==> config.mk <==
export PLATFORM = sky130hd
export DESIGN_NAME = ps2_key_decoder
export DESIGN_NICKNAME = d
export VERILOG_FILES = /design/src/rtl/ps2_key_decoder.sv
export SDC_FILE = /design/constraint.sdc
export NUM_CORES = 1
export LEC_CHECK = 0
export BUFFER_PORTS_ARGS = -buffer_cell sky130_fd_sc_hd__buf_2
export CELL_PAD_IN_SITES_DETAIL_PLACEMENT = 0
export CELL_PAD_IN_SITES_GLOBAL_PLACEMENT = 2
export CORE_MARGIN = 5
export CORE_UTILIZATION = 38
export CTS_CLUSTER_DIAMETER = 50
export CTS_CLUSTER_SIZE = 20
export DETAILED_ROUTE_END_ITERATION = 7
export GPL_ROUTABILITY_DRIVEN = 1
export GPL_TIMING_DRIVEN = 0
export PLACE_DENSITY = 0.82
export SLEW_MARGIN = 20
export SYNTH_ARGS = -nofsm -noshare
export SYNTH_HDL_FRONTEND = slang
export SYNTH_SLANG_ARGS = --single-unit
==> constraint.sdc <==
create_clock -name clock -period 2.3 [get_ports clock]
set_clock_uncertainty 0.2 [all_clocks]
set_input_delay 0.345 -clock clock [delete_from_list [all_inputs] [get_ports clock]]
set_output_delay 0.345 -clock clock [all_outputs]
set_load 0.005 [all_outputs]
==> src/rtl/ps2_key_decoder.sv <==
// rtl/ps2_key_decoder.sv - PS/2 frame receiver with held-level decode of arrow/W/S/Space keys
module ps2_key_decoder #(
  parameter int TIMEOUT_CYCLES = 50000
) (
  input  logic       clock,
  input  logic       reset,
  input  logic       PS2_CLK_in,
  input  logic       PS2_DAT_in,
  output logic [7:0] scan_code,
  output logic       code_valid,
  output logic       frame_err,
  output logic       key_up,
  output logic       key_down,
  output logic       key_w,
  output logic       key_s,
  output logic       key_space
);

  localparam int WD_W = $clog2(TIMEOUT_CYCLES + 1);
  localparam logic [WD_W-1:0] WD_LAST = WD_W'(TIMEOUT_CYCLES - 1);

  localparam int K_UP    = 0;
  localparam int K_DOWN  = 1;
  localparam int K_W     = 2;
  localparam int K_S     = 3;
  localparam int K_SPACE = 4;

  typedef enum logic [1:0] {IDLE, DATA, PARITY, STOP} state_t;

  logic [2:0]      clk_sync_q;
  logic [1:0]      dat_sync_q;
  state_t          state_q, state_d;
  logic [2:0]      bit_cnt_q, bit_cnt_d;
  logic [7:0]      shift_q, shift_d;
  logic            par_q, par_d;
  logic [WD_W-1:0] wd_q, wd_d;
  logic [7:0]      scan_q, scan_d;
  logic            valid_q, valid_d;
  logic            err_q, err_d;
  logic            brk_q, brk_d;
  logic            ext_q, ext_d;
  logic [4:0]      keys_q, keys_d;
  logic            fall;
  logic            din;
  logic            accept;

  // Stage [2] is the previous synchronized clock value for edge detection.
  assign fall = clk_sync_q[2] & ~clk_sync_q[1];
  assign din  = dat_sync_q[1];

  always_comb begin
    state_d   = state_q;
    bit_cnt_d = bit_cnt_q;
    shift_d   = shift_q;
    par_d     = par_q;
    wd_d      = wd_q;
    scan_d    = scan_q;
    valid_d   = 1'b0;
    err_d     = 1'b0;
    brk_d     = brk_q;
    ext_d     = ext_q;
    keys_d    = keys_q;
    accept    = 1'b0;

    if (state_q == IDLE || fall) wd_d = '0;
    else                         wd_d = wd_q + WD_W'(1);

    case (state_q)
      IDLE: begin
        if (fall && !din) begin
          state_d   = DATA;
          bit_cnt_d = 3'd0;
        end
      end
      DATA: begin
        if (fall) begin
          shift_d   = {din, shift_q[7:1]};
          bit_cnt_d = bit_cnt_q + 3'd1;
          if (bit_cnt_q == 3'd7) state_d = PARITY;
        end
      end
      PARITY: begin
        if (fall) begin
          par_d   = din;
          state_d = STOP;
        end
      end
      STOP: begin
        if (fall) begin
          state_d = IDLE;
          if (din && (^{shift_q, par_q})) accept = 1'b1;
          else                            err_d  = 1'b1;
        end
      end
      default: state_d = IDLE;
    endcase

    if (state_q != IDLE && !fall && wd_q == WD_LAST) begin
      state_d = IDLE;
      err_d   = 1'b1;
      wd_d    = '0;
    end

    if (accept) begin
      scan_d  = shift_q;
      valid_d = 1'b1;
      if (shift_q == 8'hF0) begin
        brk_d = 1'b1;
      end else if (shift_q == 8'hE0) begin
        ext_d = 1'b1;
      end else begin
        // Prefix flags qualify exactly one following byte.
        case ({ext_q, shift_q})
          9'h175:  keys_d[K_UP]    = ~brk_q;
          9'h172:  keys_d[K_DOWN]  = ~brk_q;
          9'h01D:  keys_d[K_W]     = ~brk_q;
          9'h01B:  keys_d[K_S]     = ~brk_q;
          9'h029:  keys_d[K_SPACE] = ~brk_q;
          default: ;
        endcase
        brk_d = 1'b0;
        ext_d = 1'b0;
      end
    end
  end

  always_ff @(posedge clock) begin
    if (reset) begin
      clk_sync_q <= 3'b111;
      dat_sync_q <= 2'b11;
      state_q    <= IDLE;
      bit_cnt_q  <= 3'd0;
      shift_q    <= 8'h00;
      par_q      <= 1'b0;
      wd_q       <= '0;
      scan_q     <= 8'h00;
      valid_q    <= 1'b0;
      err_q      <= 1'b0;
      brk_q      <= 1'b0;
      ext_q      <= 1'b0;
      keys_q     <= 5'b0;
    end else begin
      clk_sync_q <= {clk_sync_q[1:0], PS2_CLK_in};
      dat_sync_q <= {dat_sync_q[0], PS2_DAT_in};
      state_q    <= state_d;
      bit_cnt_q  <= bit_cnt_d;
      shift_q    <= shift_d;
      par_q      <= par_d;
      wd_q       <= wd_d;
      scan_q     <= scan_d;
      valid_q    <= valid_d;
      err_q      <= err_d;
      brk_q      <= brk_d;
      ext_q      <= ext_d;
      keys_q     <= keys_d;
    end
  end

  assign scan_code  = scan_q;
  assign code_valid = valid_q;
  assign frame_err  = err_q;
  assign key_up     = keys_q[K_UP];
  assign key_down   = keys_q[K_DOWN];
  assign key_w      = keys_q[K_W];
  assign key_s      = keys_q[K_S];
  assign key_space  = keys_q[K_SPACE];

endmodule

==> metrics <==
status finished clean; Hold Crit Class input port to register; CTS tree built; initial antenna violation count 0; met3 Use GR 0.0327; crit path capture type register; reg2reg path depth 7; Worst EP arrival 2150 ps; Synth Instances 266; CP startpoint kind register; Detailed Place HPWL 3.45 mm; Core ar. 6420 um^2; setup tns final 0 ps; Post-synth EDFFs 0; die width 91.6 um; Clk Tree Root Cell clkbuf_8; Synth Area in XOR/XNOR 0.0899; met2 Use GR 0.183; layout cell share with drive strength beyond 1 0.160; Post-DRT Antenna Nets 0; Post-Route WL 4.87 mm; Num Clock Sinks 52; DRC 0; most area-hungry cell type in the Yosys netlist dfxtp_1; ys async rst share 0; Hold Crit Depth 2; count of different cell masters after synthesis 43; WL/cell 13.1 um; post-synthesis simple-gate area fraction 0.279; DR iter-0 viols 51; nets 304; Synth Warn # 0; top_reg_cell synth dfxtp_1; cell area after technology mapping 2530 um^2; area share of the largest cell type after synthesis 0.411; Area Overhead vs Synth 13.0%; GRT Util Overall 0.122; adder-cell area share of the yosys netlist 0.0346; synthesized flop and latch total 52; register area share after synthesis 0.411; first-pass GRT wire length 8.31 mm; WHS 54.3 ps; Tmin final 2160 ps; Inserted Clock Buffers 5; CP Max Fanout 4; period utilization 0.938; met1 Track Usage GR 0.166; total power 1.76 mW; final design utilization 0.446; clock-pin slew on the worst setup and hold paths 90 ps; I/O Pins 19; slew at the pin with the worst max-slew slack 541 ps; clk buf depth 2; DIE AREA 8400 um^2; dominant combinational cell family by area after synthesis simple AND/OR/NAND/NOR gates; top cells by area, synth dfxtp_1 41%, mux2i_1 9.9%, nand2b_1 5.7%; kind of critical path register to register; Skew-Pair Late Insertion Delay 300 ps; Placer Congestion 0.754; max-cap violations 0; Place WS 33.1 ps; GRT overflow 0; Power Density 614 nW/um^2; fmax 464 MHz; commonest cells after routing, fill and taps aside 52 x dfxtp_1, 37 x nor2_1, 25 x mux2i_1, 23 x nand2b_1, 21 x buf_2; Max-slew headroom 0.636; fin worst setup slack 143 ps; Slew Viols, Final 0; mux contribution to synthesized area 0.115; RSZ-0062 raised after global routing false; compound-gate portion of the synthesized area 0.0292; Site Rows 29; Fin. Hold Viols 0; port bufs 17; Setup-failing EPs final 0; grt peak-use layer met2; Via density 5.00; Avg Cell Area, Syn 9.52 um^2; worst vdd ir 0.312 mV; most common cell after layout, fill and taps aside dfxtp_1; drt pass-1 iters 4; Ant. Diodes 0; CTS H-tree depth 2; number of global-route vias before repair 1710; Critical Path RT 2300 ps; Initial Utilization 0.394; die height 91.6 um; syn_nets 277; Leak 1.09 nW; routed via count 1854; largest net degree at the start of global routing 16
-- layout make-up --
cell class | count | area [um^2]
tap | 77 | 96.3
sequential | 52 | 1040
clock inverter | 2 | 35.0
inverter | 8 | 30.0
multi-input combinational | 191 | 1400
buffer | 15 | 76.3
timing repair buffer | 20 | 110
fill | 638 | 3560
clock buffer | 6 | 72.6
-- worst max-delay path, stage by stage, from the launching register on --
cell       delay (ps)
dfxtp_1           390
inv_1              80
ha_1              230
or2_2             300
a222oi_1          300
buf_4             180
nor2_1             40
a2111oi_1         340
-- stage by stage --
stage          cells  instance area (um^2)
2_1_floorplan    266                  2530
3_3_place_gp     360                  2710
3_5_place_dp     360                  2710
4_1_cts          368                  2820
5_1_grt          371                  2860
6_report         371                  2860
-- cell usage after synthesis, drive strengths merged, types with 2 or more instances --
cell / count
nor2b: 3
nand2: 8
nor4bb: 3
inv: 8
mux2: 2
nand3: 11
nand4: 9
or4: 2
and2: 4
xor2: 2
xnor3: 2
nor3: 4
a221oi: 2
ha: 7
mux2i: 26
dfxtp: 52
clkbuf: 9
a21oi: 2
xnor2: 16
or2: 7
buf: 6
nor2: 37
nor4: 6
nor4b: 2
nand2b: 23
-- logic make-up after synthesis --
| logic type | Yosys count |
|---|---|
| buffers and inverters | 23 |
| xor gates and xnor gates | 21 |
| AOI/OAI and AO/OA | 8 |
| and+or+nand+nor | 127 |
| DFF | 52 |
| adders and majority gates | 7 |
| muxes | 28 |
-- registers in the layout, summed over array words and instances, names as in the netlist --
signal,flops
bit_cnt_q,3
brk_q,1
clk_sync_q,3
code_valid,1
dat_sync_q,2
ext_q,1
frame_err,1
keys_q,5
par_q,1
scan_code,8
shift_q,8
state_q,2
wd_q,16
-- layer usage --
metal / wire [um] / share of wire / up-vias
li1: - / - / 961
met1: 2510 / 0.51 / 854
met2: 2120 / 0.43 / 31
met3: 145 / 0.030 / 8
met4: 97 / 0.020 / 0
met5: 0 / 0 / -
-- path summary, 6_finish.rpt --
kind / from / slack, ps / endpoint
worst max register to register: state_q[0]$_SDFFE_PP0P_ / 140 / state_q[0]$_SDFFE_PP0P_
worst max-delay path: state_q[0]$_SDFFE_PP0P_ / 140 / state_q[0]$_SDFFE_PP0P_
worst min register to register: dat_sync_q[0]$_SDFF_PP1_ / 210 / dat_sync_q[1]$_SDFF_PP1_
worst min-delay path: PS2_CLK_in / 50 / clk_sync_q[0]$_SDFF_PP1_
-- report_power, final --
| group | internal, mW | switching [mW] | leakage [nW] |
|---|---|---|---|
| Clock | 0.323 | 0.294 | 0.0552 |
| Combinational | 0.0979 | 0.108 | 0.615 |
| Sequential | 0.917 | 0.0171 | 0.420 |
| Total | 1.34 | 0.418 | 1.09 |
-- repair_timing --
| item | in CTS | in global routing |
|---|---|---|
| buffers inserted | 0 | 2 |
| endpoints found under the hold margin | 0 | 1 |
| endpoints found under the setup margin | 0 | 11 |
| hold buffers | 0 | 1 |
| gates resized for setup | 0 | 3 |
No activity file was read; power rests on OpenSTA's default activity.
